### src/rtl/bus_rr_arbiter_if.sv
// Shared-bus arbitration interface: per-device requests and data/control slices in,
// one-hot grant, muxed shared bus and ownership status out.
interface bus_rr_arbiter_if #(
  parameter int NUM_DEVICES = 8,
  parameter int D_WIDTH     = 32,
  parameter int C_WIDTH     = 8
);
  localparam int OW = (NUM_DEVICES > 1) ? $clog2(NUM_DEVICES) : 1;

  logic [NUM_DEVICES-1:0]         req;
  logic [NUM_DEVICES-1:0]         ack;
  logic [NUM_DEVICES*D_WIDTH-1:0] bus_in;
  logic [NUM_DEVICES*C_WIDTH-1:0] ctrl_in;
  logic [D_WIDTH-1:0]             bus_out;
  logic [C_WIDTH-1:0]             ctrl_out;
  logic [OW-1:0]                  owner;
  logic                           owner_valid;
  logic                           timeout_err;

  // Requesters drive requests and their bus slices; they observe the grant.
  modport master (
    output req, bus_in, ctrl_in,
    input  ack, bus_out, ctrl_out, owner, owner_valid, timeout_err
  );

  // The arbiter samples requests and drives grant and shared bus.
  modport slave (
    input  req, bus_in, ctrl_in,
    output ack, bus_out, ctrl_out, owner, owner_valid, timeout_err
  );
endinterface

### src/rtl/bus_rr_arbiter.sv
// Round-robin shared-bus arbiter with a one-cycle TURN gap between grants.
// Define BUS_ARB_TIMEOUT_EN to bound each grant to HOLD_MAX cycles (timeout_err pulse on forced release).
module bus_rr_arbiter #(
  parameter int NUM_DEVICES = 8,
  parameter int D_WIDTH     = 32,
  parameter int C_WIDTH     = 8,
  parameter int HOLD_MAX    = 256
) (
  input logic             clk,
  input logic             reset,
  bus_rr_arbiter_if.slave arb
);
  localparam int OW = (NUM_DEVICES > 1) ? $clog2(NUM_DEVICES) : 1;

  if (NUM_DEVICES < 2 || HOLD_MAX < 1) begin : g_bad_params
    $error("bus_rr_arbiter: NUM_DEVICES must be >= 2 and HOLD_MAX >= 1");
  end

  typedef enum logic [1:0] {IDLE, GRANT, TURN} state_t;

  state_t                 state_reg, state_next;
  logic [OW-1:0]          owner_reg, owner_next;
  logic [OW-1:0]          last_reg, last_next;
  logic [NUM_DEVICES-1:0] ack_reg, ack_next;
  logic                   owner_valid_reg, owner_valid_next;

  logic [OW-1:0]          pick;
  logic [NUM_DEVICES-1:0] pick_onehot;
  logic                   any_req;
  logic                   hold_limit;

  logic [D_WIDTH-1:0]     data_slice [NUM_DEVICES];
  logic [C_WIDTH-1:0]     ctrl_slice [NUM_DEVICES];

  genvar gi;
  generate
    for (gi = 0; gi < NUM_DEVICES; gi++) begin : g_dev
      assign data_slice[gi]  = arb.bus_in[gi*D_WIDTH +: D_WIDTH];
      assign ctrl_slice[gi]  = arb.ctrl_in[gi*C_WIDTH +: C_WIDTH];
      assign pick_onehot[gi] = (pick == OW'(gi));
    end
  endgenerate

  assign any_req = |arb.req;

  // Walk downward so the last hit is the nearest requester above last_reg.
  always_comb begin
    pick = '0;
    for (int off = NUM_DEVICES; off >= 1; off--) begin
      if (arb.req[OW'((int'(last_reg) + off) % NUM_DEVICES)])
        pick = OW'((int'(last_reg) + off) % NUM_DEVICES);
    end
  end

`ifdef BUS_ARB_TIMEOUT_EN
  localparam int HW = (HOLD_MAX > 1) ? $clog2(HOLD_MAX) : 1;

  logic [HW-1:0] hold_cnt_reg, hold_cnt_next;
  logic          timeout_reg, timeout_next;

  always_ff @(posedge clk or posedge reset) begin
    if (reset) begin
      hold_cnt_reg <= '0;
      timeout_reg  <= 1'b0;
    end else begin
      hold_cnt_reg <= hold_cnt_next;
      timeout_reg  <= timeout_next;
    end
  end

  // Counts cycles spent in GRANT; cleared in any other state so a new grant starts at 0.
  always_comb begin
    hold_cnt_next = hold_cnt_reg + HW'(1);
    if (state_reg != GRANT)
      hold_cnt_next = '0;
  end

  assign hold_limit   = (state_reg == GRANT) && (hold_cnt_reg == HW'(HOLD_MAX - 1));
  // A requester dropping on the limit cycle is an ordinary release, not a timeout.
  assign timeout_next = hold_limit && arb.req[owner_reg];
  assign arb.timeout_err = timeout_reg;
`else
  assign hold_limit      = 1'b0;
  assign arb.timeout_err = 1'b0;
`endif

  always_ff @(posedge clk or posedge reset) begin
    if (reset) begin
      state_reg       <= IDLE;
      owner_reg       <= '0;
      last_reg        <= OW'(NUM_DEVICES - 1);
      ack_reg         <= '0;
      owner_valid_reg <= 1'b0;
    end else begin
      state_reg       <= state_next;
      owner_reg       <= owner_next;
      last_reg        <= last_next;
      ack_reg         <= ack_next;
      owner_valid_reg <= owner_valid_next;
    end
  end

  always_comb begin
    state_next       = state_reg;
    owner_next       = owner_reg;
    last_next        = last_reg;
    ack_next         = ack_reg;
    owner_valid_next = owner_valid_reg;
    unique case (state_reg)
      IDLE, TURN: begin
        if (any_req) begin
          state_next       = GRANT;
          owner_next       = pick;
          last_next        = pick;
          ack_next         = pick_onehot;
          owner_valid_next = 1'b1;
        end else begin
          state_next       = IDLE;
          ack_next         = '0;
          owner_valid_next = 1'b0;
        end
      end
      GRANT: begin
        // Only the owner's request matters while granted.
        if (!arb.req[owner_reg] || hold_limit) begin
          state_next       = TURN;
          ack_next         = '0;
          owner_valid_next = 1'b0;
        end
      end
      default: begin
        state_next       = IDLE;
        ack_next         = '0;
        owner_valid_next = 1'b0;
      end
    endcase
  end

  always_comb begin
    arb.bus_out  = '0;
    arb.ctrl_out = '0;
    if (owner_valid_reg) begin
      arb.bus_out  = data_slice[owner_reg];
      arb.ctrl_out = ctrl_slice[owner_reg];
    end
  end

  assign arb.ack         = ack_reg;
  assign arb.owner       = owner_reg;
  assign arb.owner_valid = owner_valid_reg;

endmodule

### src/flat_wrapper.sv
// flat-port wrapper written by rule: the top's interface ports become plain ports
module bus_rr_arbiter_flat 
#(
  parameter int NUM_DEVICES = 8,
  parameter int D_WIDTH     = 32,
  parameter int C_WIDTH     = 8,
  parameter int HOLD_MAX    = 256
)
  (clk, reset, arb_req, arb_bus_in, arb_ctrl_in, arb_ack, arb_bus_out, arb_ctrl_out, arb_owner, arb_owner_valid, arb_timeout_err);
  bus_rr_arbiter_if #(.NUM_DEVICES(NUM_DEVICES), .D_WIDTH(D_WIDTH), .C_WIDTH(C_WIDTH)) arb_i ();
  input logic clk;
  input logic reset;
  input wire logic [$bits(arb_i.req)-1:0] arb_req;
  input wire logic [$bits(arb_i.bus_in)-1:0] arb_bus_in;
  input wire logic [$bits(arb_i.ctrl_in)-1:0] arb_ctrl_in;
  output wire logic [$bits(arb_i.ack)-1:0] arb_ack;
  output wire logic [$bits(arb_i.bus_out)-1:0] arb_bus_out;
  output wire logic [$bits(arb_i.ctrl_out)-1:0] arb_ctrl_out;
  output wire logic [$bits(arb_i.owner)-1:0] arb_owner;
  output wire logic [$bits(arb_i.owner_valid)-1:0] arb_owner_valid;
  output wire logic [$bits(arb_i.timeout_err)-1:0] arb_timeout_err;
  assign arb_i.req = arb_req;
  assign arb_i.bus_in = arb_bus_in;
  assign arb_i.ctrl_in = arb_ctrl_in;
  assign arb_ack = arb_i.ack;
  assign arb_bus_out = arb_i.bus_out;
  assign arb_ctrl_out = arb_i.ctrl_out;
  assign arb_owner = arb_i.owner;
  assign arb_owner_valid = arb_i.owner_valid;
  assign arb_timeout_err = arb_i.timeout_err;
  bus_rr_arbiter #(.NUM_DEVICES(NUM_DEVICES), .D_WIDTH(D_WIDTH), .C_WIDTH(C_WIDTH), .HOLD_MAX(HOLD_MAX)) u_core (.clk(clk), .reset(reset), .arb(arb_i));
endmodule
### config.mk
export PLATFORM = sky130hd
export DESIGN_NAME = bus_rr_arbiter_flat
export DESIGN_NICKNAME = d
export VERILOG_FILES = /design/src/rtl/bus_rr_arbiter_if.sv /design/src/rtl/bus_rr_arbiter.sv /design/src/flat_wrapper.sv
export SDC_FILE = /design/constraint.sdc
export NUM_CORES = 1
export LEC_CHECK = 0
export ABC_AREA = 0
export BUFFER_PORTS_ARGS = -buffer_cell sky130_fd_sc_hd__buf_2
export CAP_MARGIN = 30
export CORE_AREA = 10 10 139 141
export DETAILED_ROUTE_END_ITERATION = 8
export DIE_AREA = 0 0 149 151
export RECOVER_POWER = 50
export SETUP_SLACK_MARGIN = 0.3
export SLEW_MARGIN = 20
export SYNTH_ARGS = -nofsm -noshare
export SYNTH_HDL_FRONTEND = slang
export SYNTH_SLANG_ARGS = --single-unit
### constraint.sdc
create_clock -name clk -period 3.5 [get_ports clk]
set_clock_uncertainty 0.1 [all_clocks]
set_input_delay 0.35 -clock clk [delete_from_list [all_inputs] [get_ports clk]]
set_output_delay 0.35 -clock clk [all_outputs]
set_load 0.005 [all_outputs]
After elaboration in Yosys (flattened, before gate mapping):

Cells that the tools add are included.

* bits in registers: 17
* input bits: 330
* word-level logic and storage cells: 90

* add/sub/neg operators: 8
* $lt $le $gt $ge: 10
* eq/ne operators: 10
* mux-type cells: 51
* bitwise gates (word level): 1
* reductions and logical operators: 5

Operators by type and width (number)
* $bmux W32 S3: 1
* $mux W32: 3
* $lt A3 B5 Y1 const B: 8
* $mux W8: 5
* $bmux W1 S3: 9
* $bmux W8 S3: 1
* $mux W3: 8
* $mux W1: 20
* $pmux W8 S2: 1
* $add A3 B3 Y3 const B: 4
* $eq A3 B3 Y1 const B: 4
* $reduce_or A8 Y1: 1
* $add A3 B1 Y3 const B: 2
* $add A3 B2 Y3 const B: 2
* $eq A3 B2 Y1 const B: 2
* $ge A4 B4 Y1 const B: 1
* $lt A3 B4 Y1 const B: 1
* $not A3 Y4: 1
* $pmux W2 S2: 1
* $eq A3 B1 Y1 const B: 1
* $logic_not A3 Y1: 1
* $eq A2 B1 Y1 const B: 1
* $eq A2 B2 Y1 const B: 1
* $logic_not A2 Y1: 1
* 5 further kinds: 5

Depth between registers and ports, before layout:

* depth after elaboration: 15
* depth in mapped cells: 13
* gate-level depth less buffers: 9

Worst setup path before layout:

OpenSTA, ideal clock, no wires.

* path kind: flip-flop to flip-flop
* from: register u_core.last_reg[0]
* to: register u_core.ack_reg[2] (netlist: u_core.arb.ack[2])
* setup time: 122 ps
* data arrival time: 2984 ps
* data required time: 3278 ps
* slack: 294 ps
* cell stages (with the launch flop): 13
* buffers on the path: 3
* clock period less this slack: 3206 ps
* cell sequence: dfstp_2 buf_6 buf_2 inv_1 ha_1 buf_6 mux4_2 mux2i_2 nor2b_1 a21oi_1 nor2_1 a311o_1 a32o_1

* longest elaborated chain between the ends: 15
* elaborated cells on any way between the ends: 43
* classes of those cells: add/sub (8); eq/ne (1); mux (34)

RTL lines
* start, declared: RTL line bus_rr_arbiter.sv:23 `logic [OW-1:0] last_reg, last_next;`
* start signal, assigned: RTL line bus_rr_arbiter.sv:91 `last_reg <= OW'(NUM_DEVICES - 1);`
* start signal, assigned: RTL line bus_rr_arbiter.sv:97 `last_reg <= last_next;`
* $add A3 B1 Y3: RTL line bus_rr_arbiter.sv:50, bus_rr_arbiter.sv:51
* $bmux W1 S3: RTL line bus_rr_arbiter.sv:50 `if (arb.req[OW'((int'(last_reg) + off) % NUM_DEVICES)])`
* $mux W1 (not written as such) (2 in series): RTL line bus_rr_arbiter.sv:50
* $mux W3 (7 in series): RTL line bus_rr_arbiter.sv:50
* $mux W3 (*): RTL line bus_rr_arbiter.sv:50
* $eq A3 B2 Y1 (*): RTL line bus_rr_arbiter.sv:40 `assign pick_onehot[gi] = (pick == OW'(gi));`
* $mux W8 (*): RTL line bus_rr_arbiter.sv:111 `if (any_req) begin`
* $pmux W8 S2 (*): RTL line bus_rr_arbiter.sv:109 `unique case (state_reg)`
* end signal, assigned: RTL line bus_rr_arbiter.sv:98 `ack_reg <= ack_next;`
* end, declared: RTL line bus_rr_arbiter.sv:24 `logic [NUM_DEVICES-1:0] ack_reg, ack_next;`

Mark *: on every way between the ends. The rest lies on a longest branch, timed or not. The select of a mux whose other input is x is not followed.
A chain may end at the register's enable or synchronous reset.

Worst setup path after layout:

* from: register u_core.owner_reg[0] (netlist: u_core.arb.owner[0])
* to: output arb_ctrl_out[2]

* longest elaborated chain between the ends: 5

RTL lines
* start, declared: RTL line bus_rr_arbiter.sv:22 `logic [OW-1:0] owner_reg, owner_next;`
* start signal, assigned: RTL line bus_rr_arbiter.sv:96 `owner_reg <= owner_next;`
* $not A3 Y4 (not written as such): RTL line bus_rr_arbiter.sv:144 `arb.ctrl_out = ctrl_slice[owner_reg];`
* $bmux W8 S3: RTL line bus_rr_arbiter.sv:144
* $mux W8 (not written as such) (2 in series): RTL line bus_rr_arbiter.sv:144
* $mux W8: RTL line bus_rr_arbiter.sv:142 `if (owner_valid_reg) begin`
* end, declared: RTL line flat_wrapper.sv:18 `output wire logic [$bits(arb_i.ctrl_out)-1:0] arb_ctrl_out;`

No other way between the ends. The select of a mux whose other input is x is not followed.

==> results.md <==
* Final Hold Fails at 0
* Tot Pwr at 0.00521 W
* Yosys top cell area share at 50.7%
* #FFs+latches synth at 16
* Core area at 16500 um2
* Most frequent cell after synthesis: mux4_2
* FP Rows at 47
* CTS tree: yes
* Worst EP arrival at 2580 ps
* Fin Setup TNS at 0 ps
* Via density at 5.22
* Total GRT Usage at 18.0%
* Final min period at 3030 ps
* Multi-input logic area at 3500 um2
* Max Slew Vio Count at 0
* Type of element launching the critical path: flop
* Max Cap Violations at 0
* Critical path origin: u_core.arb.owner[0]
* Synth top cells by count: mux4_2, mux2i_1, nor2b_1
* RR Endpoint: u_core.arb.ack[7]
* Register area at 409 um2
* Largest net degree at the start of global routing at 42
* Worst vdd ir at 0.000388 V
* Reg-to-Reg Start: u_core.last_reg[1]
* Synth Cell Area at 4090 um2
* ANT nets after route at 0
* DP HPWL at 19.6 mm
* Layout cells sized above 1 at 70.9%
* Leading area contributor after synthesis: mux4_2
* Cts bufs inserted at 3
* Post-synth top flop: dfrtp_1
* Clock root cell: clkbuf_16
* Seq/Total Area, Yosys at 9.89%
* Clock sink count at 16
* Fin crit share at 86.5%
* LEAKAGE at 2.96 nW
* H-tree levels at 1
* DRT iter0 DRCs at 292
* Status: finished, final reports clean
* Final WL at 22.4 mm
* Fillers at 1674
* I/O pin count at 383
* WL per Instance at 24.4 um
* DR pass1 iterations at 4
* Final #Nets at 1028
* Syn avg cell area at 12.3 um2
* Peak Freq at 330 MHz
* First-pass GRT wire length at 31.8 mm
* Worst reg2reg path depth at 10
* Syn Nets at 663
* Yosys cell types at 48
* EDFF count, synth at 0
* WS Path Type: reg -> out
* Initial Util at 24.8%
* Clk_lat worst skew at 250 ps
* WP data required at 3050 ps
* Clock Tree Buf Depth at 2
* Crit Path Max Fanout at 32
* Final setup viols at 0
* Headroom to the max-slew limit at 26.6%
* Ys async rst share at 100%
* I/O Buffers at 381
* Cell Pwr Density at 820 nW/um2
* Gr ovfl total at 0
* Die X at 149 um
* CP endpoint kind: primary output
* CP endpoint: arb_ctrl_out[2]
* Total number of vias at 4798
* Hold-fix buffers at CTS at 0
* Die height at 151 um
* Worst-path clk slew at 50 ps
* Number of global-route vias before repair at 5104
* DRC at 0
* Worst reg2reg setup slack at 510 ps
* Initial antenna violation count at 5
* Instance count of the mapped netlist at 331
* RSZ-0062 raised after global routing: false
* Area Growth Syn to Fin at 55.6%
* Top cells by area, synth: mux4_2, mux2i_1, dfrtp_1
* GPL Wtd Cong at 0.915
* Max reg flops at 8
* Hold WC Path Type: in -> async
* Worst hold slack at 67.2 ps
* Pin slew with the least headroom to its limit at 1100 ps
* Synth warn at 0
* Die Area at 22500 um2
==> area by class of cell <==
cell class                      count  share of cell area (%)
Antenna cell                        4                   0.157
Timing Repair Buffer              395                    32.0
Tap cell                          220                    4.33
Clock buffer                        4                    1.40
Sequential cell                    16                    6.44
Inverter                            9                   0.531
Multi-Input combinational cell    271                    55.1
==> worst max-delay path, stage by stage, from the launching register on <==
cell	delay (ps)
dfrtp_2	1090
buf_4	340
mux4_2	540
mux2i_1	140
nor2b_1	70
buf_2	140
==> per-layer routing <==
| metal | track usage, % | wire length (um) | vias up | part of all wire, % |
|---|---|---|---|---|
| li1 | - | - | 2107 | - |
| met1 | 21.2 | 8130 | 2350 | 36 |
| met2 | 32.8 | 12000 | 320 | 53 |
| met3 | 4.68 | 2140 | 21 | 9.6 |
| met4 | 2.60 | 167 | 0 | 0.75 |
| met5 | 0 | 0 | - | 0 |
==> cells by family (layout without fill, tap and decap cells) <==
group,after synthesis,after routing,synth area share [%]
AO/OA/AOI/OAI,46,46,8.45
flip-flops,16,16,9.89
adder cells (fa/ha/maj),2,2,0.612
XOR/XNOR,3,3,0.827
buffers and inverters,44,408,5.02
multiplexers,146,146,65.1
other,1,5,0.0918
AND/OR/NAND/NOR,73,73,9.98
==> report_power, final <==
group	internal, W	switching [W]	total [W]
Clock	0.000174	0.0000722	0.000246
Combinational	0.00237	0.00200	0.00437
Sequential	0.000267	0.000331	0.000598
==> worst min-delay path by stage <==
stage / startpoint / end / cells after the start
global route: reset / u_core.arb.ack[3] / 2
global placement: reset / u_core.arb.ack[3] / 2
floorplan: reset / u_core.arb.ack[0] / 1
CTS: reset / u_core.arb.ack[3] / 2
detailed placement: reset / u_core.arb.ack[3] / 2
finish: reset / u_core.arb.ack[3] / 2
==> per-stage QoR <==
step           setup WS, ps  utilization (%)  std cells  cell area, um2
2_1_floorplan           351                -        331            4090
3_3_place_gp            514             38.0        910            6250
3_5_place_dp            492             38.0        910            6250
4_1_cts                 482             38.5        914            6340
5_1_grt                 245             38.6        917            6350
6_report                471             38.6        919            6360
==> cell usage in the layout (no fill, tap or decap), drive strengths merged, types with 3 or more instances in the layout <==
cell      n
nor2     11
dfstp     3
o211ai    3
buf     376
clkbuf   23
a21o      4
dfrtp    13
a32o      8
inv       9
a21oi     9
nor2b    42
nand2    10
mux4     92
xnor2     3
o21ai     9
diode     4
mux2i    52
nand3     3
==> what timing repair did <==
action,CTS,global route
setup endpoints to repair,0,6
resized for setup,0,4
setup buffers,0,1
No activity file was read; power rests on OpenSTA's default activity.
